<file path="config.mk">
export PLATFORM = sky130hd
export DESIGN_NAME = multicycle_control
export DESIGN_NICKNAME = d
export VERILOG_FILES = /design/src/rtl/multicycle_control.sv
export SDC_FILE = /design/constraint.sdc
export NUM_CORES = 1
export LEC_CHECK = 0
export ABC_CLOCK_PERIOD_IN_PS = 4850
export CAP_MARGIN = 20
export CORE_MARGIN = 8
export CORE_UTILIZATION = 46
export CTS_CLUSTER_SIZE = 10
export DETAILED_ROUTE_END_ITERATION = 10
export PLACE_DENSITY = 0.85
export SETUP_SLACK_MARGIN = 0.15
export SYNTH_ARGS = -nofsm -noshare
export SYNTH_HDL_FRONTEND = slang
export SYNTH_SLANG_ARGS = --single-unit
</file>
<file path="constraint.sdc">
create_clock -name clk -period 4.85 [get_ports clk]
set_clock_uncertainty 0.2 [all_clocks]
set_input_delay 0.7275 -clock clk [delete_from_list [all_inputs] [get_ports clk]]
set_output_delay 0.7275 -clock clk [all_outputs]
set_load 0.01 [all_outputs]
</file>
<file path="src/rtl/multicycle_control.sv">
// Multicycle MIPS-subset control unit: Moore FSM that sequences fetch,
// decode, execute, memory and write-back, with a memory-wait timeout.
//
// Ports:
//   clk, rst          clock and asynchronous active-high reset
//   run               allows a new instruction to start (sampled in FETCH)
//   opcode, funct     instruction fields from the instruction register
//   zero              ALU zero flag (qualifies the branch PC write)
//   mem_ready         memory completes the current access this cycle
//   pc_write .. pc_src  datapath control strobes and mux selects
//   state             current state encoding (FETCH = 0 .. ERR = 12)
//   instr_done        pulse in the last cycle of each instruction
//   err               sticky error: 01 illegal instruction, 10 timeout
module multicycle_control #(
    parameter int WAIT_LIMIT = 8
) (
    input  logic       clk,
    input  logic       rst,
    input  logic       run,
    input  logic [5:0] opcode,
    input  logic [5:0] funct,
    input  logic       zero,
    input  logic       mem_ready,
    output logic       pc_write,
    output logic       ir_write,
    output logic       iord,
    output logic       mem_read,
    output logic       mem_write,
    output logic       reg_write,
    output logic       reg_dst,
    output logic       mem_to_reg,
    output logic       alu_src_a,
    output logic [1:0] alu_src_b,
    output logic [3:0] alu_op,
    output logic [1:0] pc_src,
    output logic [3:0] state,
    output logic       instr_done,
    output logic [1:0] err
);

    typedef enum logic [3:0] {
        FETCH  = 4'd0,
        DECODE = 4'd1,
        EXEC_R = 4'd2,
        EXEC_I = 4'd3,
        ADDR   = 4'd4,
        MEM_RD = 4'd5,
        MEM_WR = 4'd6,
        WB_R   = 4'd7,
        WB_I   = 4'd8,
        WB_MEM = 4'd9,
        BRANCH = 4'd10,
        JUMP   = 4'd11,
        ERR    = 4'd12
    } state_t;

    // Counter holds completed wait cycles; the timeout fires on the
    // edge that would complete wait cycle number WAIT_LIMIT.
    localparam int CW = (WAIT_LIMIT > 1) ? $clog2(WAIT_LIMIT) : 1;
    localparam logic [CW-1:0] WLAST = CW'(WAIT_LIMIT - 1);

    state_t        cur;
    logic [CW-1:0] wcnt;
    logic          r_ok;
    logic          tmo;

    assign r_ok = (funct == 6'h20) || (funct == 6'h21) ||
                  (funct == 6'h22) || (funct == 6'h24);
    assign tmo   = !mem_ready && (wcnt == WLAST);
    assign state = cur;

    always_ff @(posedge clk or posedge rst) begin
        if (rst) begin
            cur  <= FETCH;
            err  <= 2'b00;
            wcnt <= '0;
        end else begin
            // Any cycle that is not a continuing wait clears the count.
            wcnt <= '0;
            case (cur)
                FETCH: begin
                    if (run) begin
                        if (mem_ready) begin
                            cur <= DECODE;
                        end else if (tmo) begin
                            cur <= ERR;
                            err <= 2'b10;
                        end else begin
                            wcnt <= wcnt + CW'(1);
                        end
                    end
                end
                DECODE: begin
                    unique case (1'b1)
                        (opcode == 6'h00) && r_ok:
                            cur <= EXEC_R;
                        opcode == 6'h08:
                            cur <= EXEC_I;
                        (opcode == 6'h23) || (opcode == 6'h2B):
                            cur <= ADDR;
                        opcode == 6'h04:
                            cur <= BRANCH;
                        opcode == 6'h02:
                            cur <= JUMP;
                        default: begin
                            cur <= ERR;
                            err <= 2'b01;
                        end
                    endcase
                end
                EXEC_R: cur <= WB_R;
                EXEC_I: cur <= WB_I;
                ADDR:   cur <= (opcode == 6'h2B) ? MEM_WR : MEM_RD;
                MEM_RD: begin
                    if (mem_ready) begin
                        cur <= WB_MEM;
                    end else if (tmo) begin
                        cur <= ERR;
                        err <= 2'b10;
                    end else begin
                        wcnt <= wcnt + CW'(1);
                    end
                end
                MEM_WR: begin
                    if (mem_ready) begin
                        cur <= FETCH;
                    end else if (tmo) begin
                        cur <= ERR;
                        err <= 2'b10;
                    end else begin
                        wcnt <= wcnt + CW'(1);
                    end
                end
                WB_R, WB_I, WB_MEM, BRANCH, JUMP: cur <= FETCH;
                ERR:     cur <= ERR;
                default: cur <= FETCH;
            endcase
        end
    end

    // Outputs decode from state; rst gates them so they drop at once.
    always_comb begin
        pc_write   = 1'b0;
        ir_write   = 1'b0;
        iord       = 1'b0;
        mem_read   = 1'b0;
        mem_write  = 1'b0;
        reg_write  = 1'b0;
        reg_dst    = 1'b0;
        mem_to_reg = 1'b0;
        alu_src_a  = 1'b0;
        alu_src_b  = 2'b00;
        alu_op     = 4'b0000;
        pc_src     = 2'b00;
        instr_done = 1'b0;
        if (!rst) begin
            case (cur)
                FETCH: begin
                    if (run) begin
                        mem_read  = 1'b1;
                        alu_src_b = 2'b01;
                        ir_write  = mem_ready;
                        pc_write  = mem_ready;
                    end
                end
                DECODE: alu_src_b = 2'b11;
                EXEC_R: begin
                    alu_src_a = 1'b1;
                    case (funct)
                        6'h22:   alu_op = 4'b0001;
                        6'h24:   alu_op = 4'b0010;
                        default: alu_op = 4'b0000;
                    endcase
                end
                EXEC_I, ADDR: begin
                    alu_src_a = 1'b1;
                    alu_src_b = 2'b10;
                end
                MEM_RD: begin
                    mem_read = 1'b1;
                    iord     = 1'b1;
                end
                MEM_WR: begin
                    mem_write  = 1'b1;
                    iord       = 1'b1;
                    instr_done = mem_ready;
                end
                WB_R: begin
                    reg_write  = 1'b1;
                    reg_dst    = 1'b1;
                    instr_done = 1'b1;
                end
                WB_I: begin
                    reg_write  = 1'b1;
                    instr_done = 1'b1;
                end
                WB_MEM: begin
                    reg_write  = 1'b1;
                    mem_to_reg = 1'b1;
                    instr_done = 1'b1;
                end
                BRANCH: begin
                    alu_src_a  = 1'b1;
                    alu_op     = 4'b0001;
                    pc_src     = 2'b01;
                    pc_write   = zero;
                    instr_done = 1'b1;
                end
                JUMP: begin
                    pc_src     = 2'b10;
                    pc_write   = 1'b1;
                    instr_done = 1'b1;
                end
                default: ;
            endcase
        end
    end

endmodule

</file>
### Word-level counts from Yosys, hierarchy flattened

Index checks and enable logic that the tools add are counted.

| word-level totals | value |
|---|---|
| register bits | 9 |
| word-level logic and storage cells | 92 |

| cells by class | value |
|---|---|
| $add $sub $neg | 1 |
| eq/ne operators | 24 |
| muxes and demuxes | 47 |
| reductions and logical operators | 17 |

Operators with widths:

| operator | count |
|---|---|
| $eq A6 B6 Y1 const B | 6 |
| $pmux W4 S8 | 1 |
| $eq A4 B4 Y1 const B | 5 |
| $mux W1 | 20 |
| $mux W4 | 5 |
| $pmux W4 S5 | 1 |
| $eq A4 B3 Y1 const B | 4 |
| $mux W2 | 8 |
| $pmux W2 S2 | 3 |
| $pmux W2 S3 | 2 |
| $reduce_or A5 Y1 | 2 |
| $mux W3 | 3 |
| $eq A4 B2 Y1 const B | 2 |
| $eq A6 B2 Y1 const B | 1 |
| $eq A6 B3 Y1 const B | 1 |
| $eq A6 B4 Y1 const B | 1 |
| $logic_not A6 Y1 | 1 |
| $pmux W3 S2 | 1 |
| $eq A4 B1 Y1 const B | 1 |
| $logic_not A4 Y1 | 1 |
| $logic_or A1 B1 Y1 | 4 |
| $ne A2 B2 Y1 const B | 2 |
| $pmux W1 S2 | 2 |
| $reduce_or A2 Y1 | 2 |
| 9 further kinds | 10 |

### Longest topological paths before layout

| depth | value |
|---|---|
| depth after elaboration | 8 |
| mapped depth | 7 |

### Worst setup path after synthesis

Ideal clock, no wire load.

| timing path | value |
|---|---|
| path kind | input port to output port |
| start | input rst |
| end | output alu_op[1] |
| data arrival time | 2043 ps |
| data required time | 3923 ps |
| setup slack | 1879 ps |
| cell stages on the path | 5 |
| buffers on the path | 1 |
| cell sequence | clkbuf_1 > inv_1 > nand3_1 > or3_1 > nor4b_1 |

| on the way | value |
|---|---|
| longest elaborated chain between the ends | 1 |

Ends and longest elaborated chain:

| item | RTL line | RTL |
|---|---|---|
| start, declared | 18 | `input logic rst,` |
| $mux W2 | 156 | `if (!rst) begin` |
| end, declared | 34 | `output logic [3:0] alu_op,` |

Every way passes these cells.

### Worst setup path after layout

Ends and elaborated chain as after synthesis.

==> results.md <==
- The flow ran to the end, and the final reports show no timing, DRC or antenna violations.
- The longest individual stage delay on the worst path is 0.59 ns.
- The via count of the first global-routing pass is 1,032.
- The critical path starts at rst.
- The number of buffers on the longest clock path is 2.
- For the finished layout, the period the worst path requires is 3.899 ns.
- The floorplan step defined a die boundary enclosing 3866 um^2.
- After clock tree synthesis, the clock-pin slew on the worst setup and hold paths is 0.06 ns.
- Summed over all cells, the static leakage comes to 0.5438 nW.
- The final hold violation count is 0.
- The wire length of the first global-routing pass is 4.740 mm.
- After detailed routing, the number of vias per cell comes to 5.764.
- The number of synthesis warnings is 0.
- The worst slew slack as a fraction of its limit is 59.62%.
- The mean routed wirelength per cell is 14.30 um.
- The number of gates resized after cts is 0.
- The share of synthesized area occupied by flip-flops and latches is 22.96%.
- The gate count of the mapped netlist is 140.
- In this run, synthesis produced a sequential element count of 9.
- The DRC violation count after routing is 0.
- In this run the worst path has a maximum fanout of 11.
- The fraction of synthesis flops using an asynchronous set or reset pin is 100.0%.
- OpenSTA, run right after detailed placement, puts the worst setup slack at 0.9337 ns.
- The all-layer global routing usage is 13.93%.
- STA puts the critical path data required time at 3.92 ns.
- Walking the worst path, the cells encountered are clkdlybuf4s50_1, inv_1, nand3_1, or3_1, nor4b_1, clkdlybuf4s50_1.
- At the later pin of the worst-skew pair, clock insertion delay measures 0.26 ns.
- The layout has 180 filler cells.
- The clock buffer count from CTS is 3.
- Synthesis instantiated 45 different standard cells from the library.
- Timing would allow up to 256.5 MHz.
- The power density of the placed cells is 335.4 nW/um^2.
- Cells with a size suffix above 1 make up 2.907% of the layout.
- The CTS tree is yes.
- Yosys attributes the largest share of cell area to dfrtp_1, nor2_1, nand2_1.
- The initial cell density of the core is 49.49%.
- The width of the die is 62.18 um.
- After synthesis, the most frequently instantiated cells are nor2_1, nand2_1, a21oi_1, dfrtp_1, o21ai_0.
- Among all flip-flop cells after synthesis, the most frequent one is dfrtp_1.
- Max-cap violations in this run came to 0.
- The mean cell area of the mapped netlist is 7.007 um^2.
- For the pin with the worst max-slew slack, the measured transition is 0.6057 ns.
- The initial antenna violation count is 0.
- The finished layout holds 199 standard cells, fillers aside.
- The initial detailed-routing violation count is 39.
- For this block, the routed nets add up to 2.845 mm of wire.
- The cell count after placement is 195.
- The top-area cell type share of the netlist area is 22.96%.
- Post-CTS timing repair inserted 0 buffers for setup.
- The net count reported at finish is 192.
- The worst hold path begins at wcnt[0]$_DFF_PP0_.
- In this run, synthesis inferred 0 flip-flops with an integrated enable.
- The class of the most critical setup path is in -> out.
- The count of pins over their slew limit came to 0.
- The port buffer count is 38.
- The total number of clock tree sinks is 9.
- The post-route clock period utilization is 80.39%.
- The largest total area in the synthesized netlist belongs to dfrtp_1.
- The detailed placement HPWL is 2.280 mm.
- Measured along the y axis, the die boundary spans 62.18 um.
- For this run, the detailed router's first-pass iteration total came to 4.
- Setup repair after global routing left no endpoint under its margin.
- The core region is 1982 um^2.
- The number of vias after detailed routing is 1,147.
- The peak ir drop on the vdd network is 259.1 uV.
- In this run the core area contains 16 standard-cell rows.
- The cell at the root of the clock tree is clkbuf_4.
- Setup violations remaining at the end of the flow were counted as 0.
- In this run the remaining antenna-violating nets after routing total 0.
- Entering global routing, the biggest net connects 23 pins.
- The final worst slack is 0.9512 ns.
- The library cell appearing most often on the critical path is clkdlybuf4s50_1.
- In this run the number of H-tree levels came out at 1.
- The top-level port count is 41.
- 0 antenna diodes ended up in the layout.
- Among all stages on the critical path, the largest delay is contributed by clkdlybuf4s50_1.
- The worst setup path is launched from a primary input.
- The final estimated routing congestion in global placement is 0.8969.
- The area growth from synthesis to layout is 39.03%.
- The data arrival time at the worst-slack endpoint is 2.97 ns.
- The beginning of the worst register-to-register path is state[0]$_DFFE_PP0N_.
- The hold buffer count at cts is 0.
- The class of the tightest hold or removal check is reg -> reg.
- STA classifies the critical path endpoint as a primary output.
- For this run the aggregate overflow at the end of global routing stands at 0.
- nor2_1 is the most common cell in the netlist.
- Summed over all failing endpoints, the final setup total negative slack is 0 ns.
- In this run the cell area of the synthesized design comes to 980.9 um^2.
==> worst max-delay path: cells and delay by family <==
family | cells | cell delay [ns]
buf+inv | 3 | 1.50
simple gates | 3 | 0.74
==> state kept, by name, summed over array words and instances (netlist names) <==
signal and count:
err 2, wcnt 3, state 4
==> area by class of cell <==
type / count / area, um^2 / share of cell area [%]
Timing Repair Buffer: 38 / 380.4 / 27.89
Tap cell: 27 / 33.78 / 2.477
Inverter: 6 / 22.52 / 1.651
Clock buffer: 4 / 26.28 / 1.927
Sequential cell: 9 / 225.2 / 16.51
Multi-Input combinational cell: 115 / 675.6 / 49.54
==> power breakdown <==
part	internal, mW	switching [mW]	leakage [nW]
combinational	0.134	0.121	0.411
clock	0.0316	0.0251	0.0150
sequential	0.0955	0.0501	0.118
==> cell families after synthesis <==
| kind of cell | after synthesis | synth area share (%) |
|---|---|---|
| XOR/XNOR | 2 | 1.786 |
| AO/OA/AOI/OAI | 38 | 25.51 |
| buffers and inverters | 17 | 8.545 |
| other | 1 | 0.3823 |
| flip-flops | 9 | 22.96 |
| AND/OR/NAND/NOR | 69 | 36.22 |
| adder cells (fa/ha/maj) | 4 | 4.592 |
==> metal layers <==
| layer | GRT usage (%) | vias to the layer above | share of wire [%] |
|---|---|---|---|
| li1 | - | 561 | - |
| met1 | 14.99 | 536 | 40 |
| met2 | 26.00 | 47 | 53 |
| met3 | 4.122 | 3 | 6.5 |
| met4 | 2.624 | 0 | 0.35 |
| met5 | 0 | - | 0 |
==> stage by stage <==
stage	area [um^2]	hold WS (ns)	utilization, %	total power [mW]
final	1364	0.2446	68.81	0.4574
after global routing	1364	0.2764	68.81	0.4943
after CTS	1364	0.2563	68.81	0.4592
after detailed placement	1338	0.2468	67.49	0.4010
after global placement	1338	0.2193	67.49	0.3946
after floorplan	984.7	0.2091	-	0.3004
==> placed cells by master, fill, tap and decap left out, types with 2 or more instances in the layout <==
cell type,instances
clkdlybuf4s50_1,38
and2_1,2
ha_1,2
nor3b_1,2
maj3_1,2
nor4b_1,2
nand2b_1,4
nor2_1,20
nor3_1,7
o21bai_1,2
dfrtp_1,9
clkbuf_4,3
a21oi_1,9
a31oi_1,3
nand2_1,15
inv_1,6
a21o_1,2
o32a_1,2
nor2b_1,4
nand3_1,2
o21ai_0,9
conb_1,2
or3_1,5
==> final timing paths <==
path	endpoint	cells past startpoint	slack (ns)
min	wcnt[0]$_DFF_PP0_	1	0.24
min in group asynchronous	state[3]$_DFFE_PP0N_	2	0.76
max in group asynchronous	wcnt[1]$_DFF_PP0_	2	3.40
min reg2reg	wcnt[0]$_DFF_PP0_	1	0.24
max	alu_op[1]	6	0.95
max reg2reg	err[1]$_DFFE_PP0P_	5	2.72
Power figures use the tool's default switching activity.
